## src/rtl/keypad_if.sv

```systemverilog
// Keypad entry bundle: raw keypad and control in, BCD digit, load strobe and entry status out.
interface keypad_if;
    logic [9:0] keypad;
    logic       en;
    logic       entry_clr;
    logic [3:0] data;
    logic       loadn;
    logic [1:0] digit_count;
    logic       full;
    logic       key_err;

    modport master (
        output keypad, en, entry_clr,
        input  data, loadn, digit_count, full, key_err
    );

    modport slave (
        input  keypad, en, entry_clr,
        output data, loadn, digit_count, full, key_err
    );
endinterface

```

## src/rtl/keypad_entry.sv

```systemverilog
// Keypad front end: synchronise a one-hot keypad, encode each accepted press to BCD and strobe loadn once.
// Define KEYPAD_DEBOUNCE_EN to require a press to stay stable for DEBOUNCE_CYCLES before it is accepted.
module keypad_entry #(
    parameter int MAX_DIGITS      = 3,
    parameter int DEBOUNCE_CYCLES = 16
) (
    input  logic    clock,
    input  logic    clearn,
    keypad_if.slave kp
);

    if (MAX_DIGITS < 1 || MAX_DIGITS > 3) begin : g_bad_max_digits
        $error("keypad_entry: MAX_DIGITS must be 1..3");
    end
    if (DEBOUNCE_CYCLES < 2) begin : g_bad_debounce
        $error("keypad_entry: DEBOUNCE_CYCLES must be >= 2");
    end

    localparam logic [1:0] S_IDLE     = 2'd0;
    localparam logic [1:0] S_DEBOUNCE = 2'd1;
    localparam logic [1:0] S_LOAD     = 2'd2;
    localparam logic [1:0] S_WAIT     = 2'd3;
    localparam logic [1:0] MAX_CNT    = 2'(MAX_DIGITS);

    logic [9:0] sync1_q, ks_q;
    logic [1:0] state_q, state_d;
    logic [9:0] cap_q, cap_d;
    logic [3:0] data_q, data_d;
    logic       loadn_q, loadn_d;
    logic [1:0] count_q, count_d;
    logic       full_q, full_d;
    logic       key_err_q, key_err_d;

`ifdef KEYPAD_DEBOUNCE_EN
    localparam int CNT_W = $clog2(DEBOUNCE_CYCLES);
    logic [CNT_W-1:0] dbc_q, dbc_d;
`endif

    function automatic logic is_onehot(input logic [9:0] v);
        return (v != 10'd0) && ((v & (v - 10'd1)) == 10'd0);
    endfunction

    function automatic logic [3:0] encode(input logic [9:0] v);
        logic [3:0] r;
        r = 4'd0;
        for (int i = 0; i < 10; i++) begin
            if (v[i]) r = 4'(i);
        end
        return r;
    endfunction

    always_comb begin
        state_d   = state_q;
        cap_d     = cap_q;
        data_d    = data_q;
        loadn_d   = 1'b1;
        count_d   = count_q;
        key_err_d = 1'b0;
`ifdef KEYPAD_DEBOUNCE_EN
        dbc_d     = dbc_q;
`endif
        case (state_q)
            S_IDLE: begin
                if (ks_q != 10'd0) begin
                    if (!is_onehot(ks_q)) begin
                        key_err_d = 1'b1;
                        state_d   = S_WAIT;
                    end else if (kp.en && !full_q) begin
                        cap_d   = ks_q;
`ifdef KEYPAD_DEBOUNCE_EN
                        dbc_d   = '0;
                        state_d = S_DEBOUNCE;
`else
                        state_d = S_LOAD;
`endif
                    end else begin
                        state_d = S_WAIT;
                    end
                end
            end
            S_DEBOUNCE: begin
`ifdef KEYPAD_DEBOUNCE_EN
                if (ks_q != cap_q || !kp.en) begin
                    dbc_d   = '0;
                    state_d = S_WAIT;
                end else if (dbc_q == CNT_W'(DEBOUNCE_CYCLES - 1)) begin
                    dbc_d   = '0;
                    state_d = S_LOAD;
                end else begin
                    dbc_d   = dbc_q + 1'b1;
                end
`else
                state_d = S_WAIT;
`endif
            end
            S_LOAD: begin
                loadn_d = 1'b0;
                data_d  = encode(cap_q);
                if (count_q != MAX_CNT) count_d = count_q + 2'd1;
                state_d = S_WAIT;
            end
            default: begin
                if (ks_q == 10'd0) state_d = S_IDLE;
            end
        endcase

        // Clearing the entry also cancels a strobe that would have fired this cycle.
        if (kp.entry_clr) begin
            count_d   = 2'd0;
            loadn_d   = 1'b1;
            data_d    = data_q;
            key_err_d = 1'b0;
            state_d   = S_WAIT;
`ifdef KEYPAD_DEBOUNCE_EN
            dbc_d     = '0;
`endif
        end
        full_d = (count_d == MAX_CNT);
    end

    always_ff @(posedge clock or negedge clearn) begin
        if (!clearn) begin
            sync1_q   <= '0;
            ks_q      <= '0;
            state_q   <= S_IDLE;
            cap_q     <= '0;
            data_q    <= '0;
            loadn_q   <= 1'b1;
            count_q   <= '0;
            full_q    <= 1'b0;
            key_err_q <= 1'b0;
        end else begin
            sync1_q   <= kp.keypad;
            ks_q      <= sync1_q;
            state_q   <= state_d;
            cap_q     <= cap_d;
            data_q    <= data_d;
            loadn_q   <= loadn_d;
            count_q   <= count_d;
            full_q    <= full_d;
            key_err_q <= key_err_d;
        end
    end

`ifdef KEYPAD_DEBOUNCE_EN
    always_ff @(posedge clock or negedge clearn) begin
        if (!clearn) dbc_q <= '0;
        else         dbc_q <= dbc_d;
    end
`endif

    assign kp.data        = data_q;
    assign kp.loadn       = loadn_q;
    assign kp.digit_count = count_q;
    assign kp.full        = full_q;
    assign kp.key_err     = key_err_q;

endmodule

```

## src/flat_wrapper.sv

```systemverilog
// flat-port wrapper written by rule: the top's interface ports become plain ports
module keypad_entry_flat 
#(
    parameter int MAX_DIGITS      = 3,
    parameter int DEBOUNCE_CYCLES = 16
)
  (clock, clearn, kp_keypad, kp_en, kp_entry_clr, kp_data, kp_loadn, kp_digit_count, kp_full, kp_key_err);
  keypad_if kp_i ();
  input  logic clock;
  input  logic clearn;
  input wire logic [$bits(kp_i.keypad)-1:0] kp_keypad;
  input wire logic [$bits(kp_i.en)-1:0] kp_en;
  input wire logic [$bits(kp_i.entry_clr)-1:0] kp_entry_clr;
  output wire logic [$bits(kp_i.data)-1:0] kp_data;
  output wire logic [$bits(kp_i.loadn)-1:0] kp_loadn;
  output wire logic [$bits(kp_i.digit_count)-1:0] kp_digit_count;
  output wire logic [$bits(kp_i.full)-1:0] kp_full;
  output wire logic [$bits(kp_i.key_err)-1:0] kp_key_err;
  assign kp_i.keypad = kp_keypad;
  assign kp_i.en = kp_en;
  assign kp_i.entry_clr = kp_entry_clr;
  assign kp_data = kp_i.data;
  assign kp_loadn = kp_i.loadn;
  assign kp_digit_count = kp_i.digit_count;
  assign kp_full = kp_i.full;
  assign kp_key_err = kp_i.key_err;
  keypad_entry #(.MAX_DIGITS(MAX_DIGITS), .DEBOUNCE_CYCLES(DEBOUNCE_CYCLES)) u_core (.clock(clock), .clearn(clearn), .kp(kp_i));
endmodule
```

## config.mk

```make
export PLATFORM = sky130hd
export DESIGN_NAME = keypad_entry_flat
export DESIGN_NICKNAME = d
export VERILOG_FILES = /design/src/rtl/keypad_if.sv /design/src/rtl/keypad_entry.sv /design/src/flat_wrapper.sv
export SDC_FILE = /design/constraint.sdc
export NUM_CORES = 1
export LEC_CHECK = 0
export BUFFER_PORTS_ARGS = -buffer_cell sky130_fd_sc_hd__buf_2
export CORE_UTILIZATION = 45
export CTS_CLUSTER_DIAMETER = 80
export CTS_CLUSTER_SIZE = 30
export DETAILED_ROUTE_END_ITERATION = 12
export PLACE_DENSITY = 0.65
export RECOVER_POWER = 100
export SLEW_MARGIN = 0
export SYNTH_ARGS = -nofsm -noshare
export SYNTH_HDL_FRONTEND = slang
export SYNTH_SLANG_ARGS = --single-unit
```

## constraint.sdc

```tcl
create_clock -name clock -period 2.4 [get_ports clock]
set_input_delay 0.12 -clock clock [delete_from_list [all_inputs] [get_ports clock]]
set_output_delay 0.12 -clock clock [all_outputs]
set_load 0.01 [all_outputs]
```

==> metrics.cfg, run 1 <==
[power]
leakage_nw = 0.872
vdd_drop_max_mv = 0.498
powerDensity_nw_per_um2 = 719

[yosys]
avgSynthCellArea_sq_um = 13.9
yosys.cell_types.count = 30
synth-seq-cells = 40
synth_top_area_frac = 0.628
synthTopCellsByArea = dfrtp_1 63%, mux2_4 8.7%, ha_1 2.4%
synthCells = 112
seq_area_frac_synth = 0.644
synthesis.nets = 129
syn_area_sq_um = 1560
synth_top_cell_by_area = dfrtp_1
ys_warn_count = 0

[route]
ant_nets = 0
wl_um = 2600
wl_per_cell_um = 13.1
drc_errors = 0
drtIter0Drc = 26
dr.pass1.iters = 4
vias = 984
vias_per_cell = 4.97

[clocking]
clk_latency_ps = 340
clkTransAtPathRegs_ps = 110
cts_tree = yes
numCtsBuffers = 5
clock_sinks = 40
cts_root_buf = clkbuf_4
htree_levels = 2
cts_buffer_depth = 2

[timing]
clock.fmax_mhz = 476
period_needed_ps = 2100
clock_skew_ps = 4.91
timing.final.crit_share = 0.876
worst_pin_slew_ps = 839
max-slew-margin-rel = 0.441
hold_violations = 0
rsz0062_at_grt = false
tns_ps = 0
finalMaxSlewViolations = 0
finalSetupViolations = 0

[critical_path]
critPathCaptureType = flop
cpPeakStageDelay_ps = 540
cp_max_fo = 9
worstPathArrival_ps = 2330
critPathBufInv = 0
worstPathRequired_ps = 2630
ff2ff_setup_slack_ps = 300
slowest_stage = nor4_2
path_class = reg -> reg
worstPathCellList = nor4_2 > nand2_1 > a211o_2 > nand4_4 > mux2_1
crit_family = simple AND/OR/NAND/NOR gates
cp-start-kind = flop

[grt]
globalRouteMet1Util = 0.191
grt_pass1_vias = 971
use_met3 = 0.0768
antenna_found_initial = 0
met2_usage = 0.281
busiest_layer = met2
grt_max_degree = 41
globalRouteTotalUtil = 0.169
grt.overflow.total = 0
grt_pass1_wl_um = 4270

[placement]
port_buffers = 22
place_congestion = 0.768
dpl_cell_area_sq_um = 1720
place_inst = 178
dp_hpwl_um = 1800

[job]
max_cap_viol_count = 0

[cells_and_area]
post-route-util = 0.592
final_cell_count_no_fill = 198
final_area_sq_um = 1870
syn_to_final_growth_pct = 20.1
final_common_cell = dfrtp_1
drive_gt1_frac = 0.195
final_cell_mix = 39 x dfrtp_1, 13 x buf_2, 12 x dlygate4sd3_1, 9 x nor2_1, 9 x clkbuf_1
diodes = 0
final_nets = 170

[floorplanning]
fp.dieW_um = 60.8
initial_utilization = 0.493
die_y_um = 60.8
io_pins = 23
fp.dieArea_sq_um = 3700
num_rows = 20
core_sq_um = 3150

[worst_hold_path]
hold_class = in -> reg

[run_status]
status = finished, final reports clean

## routing by layer
layer / part of all wire / wire length (um)
met1: 0.43 / 1110
met2: 0.52 / 1350
met3: 0.038 / 100
met4: 0.014 / 36
met5: 0 / 0
## cell type report
cell class	count	area, sq um
Clock buffer	6	51.3
Clock inverter	2	10.0
Sequential cell	40	1000
Multi-Input combinational cell	65	504
Tap cell	44	55.1
Inverter	7	26.3
Fill cell	284	1280
Timing Repair Buffer	34	219
## path summary, 6_finish.rpt
path,from,end,cells after the start
max,u_core.ks_q[1]$_DFF_PN0_,u_core.cap_q[6]$_DFFE_PN0P_,5
max reg2reg,u_core.ks_q[1]$_DFF_PN0_,u_core.cap_q[6]$_DFFE_PN0P_,5
min in group asynchronous,clearn,u_core.kp.data[1]$_DFFE_PN0P_,2
min,kp_en,u_core.state_q[0]$_DFFE_PN0P_,4
min reg2reg,u_core.sync1_q[2]$_DFF_PN0_,u_core.ks_q[2]$_DFF_PN0_,0
max in group asynchronous,clearn,u_core.kp.full$_DFF_PN0_,2
## metrics by stage
step / setup WS, ps / hold slack, ps / total power (W)
after floorplan: 510 / -176 / 0.000925
after global routing: 130 / 311 / 0.00144
after CTS: 270 / 304 / 0.00137
after detailed placement: 306 / 229 / 0.00101
after global placement: 399 / 228 / 0.000999
final: 299 / 311 / 0.00134
## power by group
| group | switching [W] | internal (W) |
|---|---|---|
| Clock | 0.000202 | 0.000139 |
| Combinational | 0.000128 | 0.0000986 |
| Sequential | 0.0000408 | 0.000734 |
| Total | 0.000370 | 0.000972 |
## timing repair
item                                    CTS  global route
gates resized for setup                   0             0
buffers inserted                          0             0
endpoints found under the setup margin    0             0
hold buffers                             12             0
endpoints found under the hold margin    50             0
## Yosys cell counts
library cell	count
mux2_2	1
dfrtp_1	39
a21oi_1	4
nor4_2	2
nand4_4	1
dfstp_2	1
a21boi_1	1
mux2_4	9
a31oi_1	1
a21oi_4	1
o211ai_1	1
o21ai_0	4
ha_1	3
a211o_2	1
inv_1	7
nor3_1	4
and4_1	1
nand2_1	6
o2111a_1	1
a221o_1	2
nand3_1	2
nor2_1	9
o21bai_1	2
o41ai_1	1
maj3_1	1
o31ai_1	1
nand4b_1	1
and4b_1	1
nor2b_1	2
o21ai_1	2
## sequential cells by signal (all words and copies together), names as in the netlist
signal / flops
u_core.kp.full: 1
u_core.kp.key_err: 1
u_core.state_q: 2
u_core.cap_q: 9
u_core.ks_q: 10
u_core.kp.loadn: 1
u_core.kp.data: 4
u_core.kp.digit_count: 2
u_core.sync1_q: 10
## worst min-delay path, delay by kind of cell
family / cells / cell delay [ps]
AND/OR/NAND/NOR: 2 / 270
AO/OA/AOI/OAI: 1 / 140
buffers and inverters: 1 / 90
## cell families (layout without fill, tap and decap cells)
family / Yosys count / count (layout) / share of synthesized area
DFF: 40 / 40 / 0.644
and+or+nand+nor: 29 / 29 / 0.111
AOI/OAI and AO/OA: 22 / 22 / 0.103
muxes: 10 / 10 / 0.0941
buffers and inverters: 7 / 49 / 0.0169
adders and majority gates: 4 / 4 / 0.0306
Note: power is estimated with default switching activity, not from simulation.
==> run 2: changes to the inputs <==
--- a/config.mk
+++ b/config.mk
@@ -10,8 +10,10 @@
 export CTS_CLUSTER_DIAMETER = 80
 export CTS_CLUSTER_SIZE = 30
 export DETAILED_ROUTE_END_ITERATION = 12
+export GPL_TIMING_DRIVEN = 0
 export PLACE_DENSITY = 0.65
 export RECOVER_POWER = 100
+export SETUP_SLACK_MARGIN = 0.5
 export SLEW_MARGIN = 0
 export SYNTH_ARGS = -nofsm -noshare
 export SYNTH_HDL_FRONTEND = slang
==> metrics.cfg, run 2 (synthesized netlist as in run 1, its figures left out) <==
[placement]
place_inst = 178
pre_cts_slack_ps = 285
dp_hpwl_um = 1780
place_congestion = 0.820
port_buffers = 22

[grt]
grt_pass1_wl_um = 4460
globalRouteTotalUtil = 0.172
grt_max_degree = 41
antenna_found_initial = 0
globalRouteMet1Util = 0.197
met2_usage = 0.295
grt.overflow.total = 0
grt_pass1_vias = 1054
busiest_layer = met2
use_met3 = 0.0704

[clocking]
clkTransAtPathRegs_ps = 120
cts_tree = yes
cts_buffer_depth = 2
htree_levels = 2
clk_latency_ps = 340
cts_root_buf = clkbuf_4
clock_sinks = 40
numCtsBuffers = 5

[timing]
rsz0062_at_grt = true
setup_slack_ps = 367
period_needed_ps = 2030
finalMaxSlewViolations = 0
finalSetupViolations = 0
clock_skew_ps = 4.46
worst_pin_slew_ps = 829
max-slew-margin-rel = 0.447
timing.final.crit_share = 0.847
hold_violations = 0
tns_ps = 0
clock.fmax_mhz = 492

[floorplanning]
num_rows = 20
fp.dieW_um = 60.8
io_pins = 23
core_sq_um = 3150
die_y_um = 60.8
initial_utilization = 0.493
fp.dieArea_sq_um = 3700

[cells_and_area]
final_cell_count_no_fill = 206
final_cell_mix = 38 x dfrtp_1, 13 x buf_2, 12 x dlygate4sd3_1, 10 x clkbuf_1, 9 x nor2_1
syn_to_final_growth_pct = 27.8
diodes = 0
final_common_cell = dfrtp_1
drive_gt1_frac = 0.247
final_nets = 178
reg.largest.list = u_core.ks_q: 10 flops, u_core.sync1_q: 10 flops, u_core.cap_q: 9 flops
post-route-util = 0.631

[route]
vias_per_cell = 4.97
drc_errors = 0
vias = 1023
ant_nets = 0
wl_per_cell_um = 13.0
dr.pass1.iters = 4
wl_um = 2690
drtIter0Drc = 37

[critical_path]
path_class = reg -> reg
worstPathRequired_ps = 2640
r2r_start = u_core.ks_q[1]$_DFF_PN0_
cp_max_fo = 4
crit_start = u_core.ks_q[1]$_DFF_PN0_
slowest_stage = dfrtp_1
worstPathArrival_ps = 2270
cpPeakStageDelay_ps = 460
cp-start-kind = flop
worstPathCellList = nor4_4 > clkbuf_1 > buf_4 > nand3_1 > mux2_1 > a221o_1
critPathCaptureType = flop

[power]
vdd_drop_max_mv = 0.389
leakage_nw = 0.927
powerDensity_nw_per_um2 = 727

[worst_hold_path]
hold_class = in -> reg
hp-start = kp_en

[job]
max_cap_viol_count = 0

[run_status]
status = finished, final reports clean

==> run 2: timing repair <==
action	4_1_cts	5_1_grt
endpoints found under the setup margin	10	10
hold buffers	12	0
resized for setup	6	1
setup buffers	0	7
endpoints found under the hold margin	50	0
gates cloned	1	0
pin swaps	6	6
==> run 2: cell type report <==
| class | instances | area [sq um] |
|---|---|---|
| Multi-Input combinational cell | 66 | 556 |
| Tap cell | 44 | 55.1 |
| Inverter | 7 | 26.3 |
| Clock buffer | 5 | 37.5 |
| Timing Repair Buffer | 41 | 268 |
| Fill cell | 262 | 1160 |
| Clock inverter | 3 | 42.5 |
| Sequential cell | 40 | 1000 |
==> run 2: path summary, 6_finish.rpt <==
check,cells after the start,endpoint,slack [ps]
worst min-delay path,4,u_core.state_q[0]$_DFFE_PN0P_,340
worst max register to register,6,u_core.state_q[0]$_DFFE_PN0P_,370
max in group asynchronous,2,u_core.ks_q[2]$_DFF_PN0_,1430
worst min register to register,0,u_core.ks_q[8]$_DFF_PN0_,360
min in group asynchronous,2,u_core.kp.data[2]$_DFFE_PN0P_,400
worst max-delay path,6,u_core.state_q[0]$_DFFE_PN0P_,370
==> run 2: worst max-delay path: cells and delay by family (launching register included) <==
| kind | cells | cell delay, ps |
|---|---|---|
| simple gates | 2 | 470 |
| flops | 1 | 460 |
| mux | 1 | 370 |
| buf+inv | 2 | 330 |
| compound gates | 1 | 300 |
==> run 2: metrics by stage <==
step / cell area [sq um] / power (W) / hold WS (ps)
2_1_floorplan: 1560 / 0.000925 / -176
3_3_place_gp: 1720 / 0.000996 / 228
3_5_place_dp: 1720 / 0.00101 / 229
4_1_cts: 1960 / 0.00146 / 342
5_1_grt: 1990 / 0.00154 / 342
6_report: 1990 / 0.00144 / 336
==> run 2: where the power goes <==
part | internal [W] | switching [W]
logic | 0.000104 | 0.000131
registers | 0.000734 | 0.0000450
clock network | 0.000217 | 0.000213
==> run 2: per-layer routing <==
layer	routed length (um)	vias to the layer above
met5	0	-
met2	1390	24
met4	31	0
li1	-	502
met3	121	4
met1	1150	493
==> run 3: changes to the inputs <==
--- a/config.mk
+++ b/config.mk
@@ -11,7 +11,7 @@
 export CTS_CLUSTER_SIZE = 30
 export DETAILED_ROUTE_END_ITERATION = 12
 export GPL_TIMING_DRIVEN = 0
-export PLACE_DENSITY = 0.65
+export PLACE_DENSITY = 0.68
 export RECOVER_POWER = 100
 export SETUP_SLACK_MARGIN = 0.5
 export SLEW_MARGIN = 0
==> constraint.sdc (replaced) <==
create_clock -name clock -period 1.85 [get_ports clock]
set_input_delay 0.0925 -clock clock [delete_from_list [all_inputs] [get_ports clock]]
set_output_delay 0.0925 -clock clock [all_outputs]
set_load 0.01 [all_outputs]
==> metrics.cfg, run 3 (synthesized netlist as in run 1, its figures left out) <==
[run_status]
status = finished, violations left
violations = negative setup slack

[cells_and_area]
final_cell_count_no_fill = 205
drive_gt1_frac = 0.292
reg.largest.list = u_core.ks_q: 10 flops, u_core.sync1_q: 10 flops, u_core.cap_q: 9 flops
final_nets = 177
final_cell_mix = 38 x dfrtp_1, 12 x dlygate4sd3_1, 12 x buf_2
final_common_cell = dfrtp_1
diodes = 0
syn_to_final_growth_pct = 27.4

[power]
pwr-share-clk = 0.251
powerDensity_nw_per_um2 = 889
switching_share = 0.295
vdd_drop_max_mv = 0.615
p_seq_frac = 0.573
internal_power_w = 0.00124
leakage_nw = 0.925
combPwrFrac = 0.177
p_switching_w = 0.000519

[floorplanning]
fp.dieW_um = 60.8
num_rows = 20
fp.dieArea_sq_um = 3700
core_sq_um = 3150
io_pins = 23
initial_utilization = 0.493
die_y_um = 60.8

[worst_hold_path]
hold_class = in -> reg

[timing]
finalSetupViolations = 10
clock.fmax_mhz = 509
rsz0062_at_grt = true
max-slew-margin-rel = 0.381
tns_ps = -864
period_needed_ps = 1970
worst_pin_slew_ps = 928
finalMaxSlewViolations = 0
timing.final.crit_share = 1.06
setup_slack_ps = -116
hold_violations = 0
clock_skew_ps = 7.54

[grt]
antenna_found_initial = 0
globalRouteTotalUtil = 0.165
grt_pass1_wl_um = 4230
grt_pass1_vias = 980
grt.overflow.total = 0
grt_max_degree = 41

[critical_path]
cp-start-kind = flop
cp_max_fo = 5
critPathCaptureType = flop
path_class = reg -> reg
worstPathRequired_ps = 2090
worstPathArrival_ps = 2200

[clocking]
clk_latency_ps = 350
cts_root_buf = clkbuf_4
clkTransAtPathRegs_ps = 120
htree_levels = 2
cts_buffer_depth = 2
clock_sinks = 40
cts_tree = yes
numCtsBuffers = 5

[placement]
place_congestion = 0.821
place_inst = 178
port_buffers = 22
dp_hpwl_um = 1600
pre_cts_slack_ps = -121

[route]
vias = 1016
wl_um = 2580
dr.pass1.iters = 4
drtIter0Drc = 23
vias_per_cell = 4.96
wl_per_cell_um = 12.6
drc_errors = 0
ant_nets = 0

[job]
max_cap_viol_count = 0

==> run 3: timing repair <==
| action | 4_1_cts | 5_1_grt |
|---|---|---|
| hold endpoints to repair | 51 | 0 |
| hold buffers | 12 | 0 |
| gates cloned | 1 | 0 |
| buffers inserted | 3 | 3 |
| pin swaps | 5 | 5 |
| resized for setup | 1 | 3 |
| endpoints found under the setup margin | 12 | 16 |
==> run 3: stage by stage <==
| step | util | total power, W | hold WS (ps) | area (sq um) |
|---|---|---|---|---|
| floorplan | - | 0.00121 | -203 | 1570 |
| detailed placement | 0.552 | 0.00131 | 202 | 1740 |
| finish | 0.628 | 0.00176 | 335 | 1980 |
| CTS | 0.623 | 0.00178 | 335 | 1960 |
| global route | 0.628 | 0.00187 | 334 | 1980 |
| global placement | 0.552 | 0.00130 | 200 | 1740 |
==> run 3: worst max-delay path: stages (launching register included) <==
cell	delay (ps)
dfrtp_1	450
maj3_2	330
a221o_1	300
a21oi_4	220
nand4_4	210
mux2_4	340
==> run 3: cell type report <==
cell class / count / area [sq um]
inverter: 7 / 26.3
clock buffer: 5 / 37.5
multi-input combinational: 66 / 571
tap: 44 / 55.1
clock inverter: 3 / 23.8
sequential: 40 / 1000
fill: 247 / 1170
timing repair buffer: 40 / 264
==> run 3: power groups by stage <==
stage                     Combinational (W)  Clock, W  Sequential [W]
after global routing               0.000348  0.000500         0.00102
after detailed placement           0.000286         0         0.00102
after CTS                          0.000318  0.000452         0.00101
after global placement             0.000276         0         0.00102
after floorplan                    0.000171         0         0.00103
final                              0.000311  0.000441         0.00101
==> run 3: routing by layer <==
layer,up-vias,part of all wire,GRT usage
met1,486,0.44,0.184
li1,501,-,-
met5,-,0,0
met2,21,0.50,0.281
met3,8,0.038,0.0661
met4,0,0.017,0.0649
==> run 3: worst paths after layout <==
kind / startpoint / end / slack (ps) / cells past startpoint
worst max-delay path: u_core.ks_q[1]$_DFF_PN0_ / u_core.cap_q[9]$_DFFE_PN0P_ / -120 / 5
worst min-delay path: kp_en / u_core.state_q[0]$_DFFE_PN0P_ / 330 / 4
worst max register to register: u_core.ks_q[1]$_DFF_PN0_ / u_core.cap_q[9]$_DFFE_PN0P_ / -120 / 5
worst min register to register: u_core.sync1_q[1]$_DFF_PN0_ / u_core.ks_q[1]$_DFF_PN0_ / 360 / 0
max in group asynchronous: clearn / u_core.ks_q[3]$_DFF_PN0_ / 810 / 2
min in group asynchronous: clearn / u_core.cap_q[5]$_DFFE_PN0P_ / 410 / 2
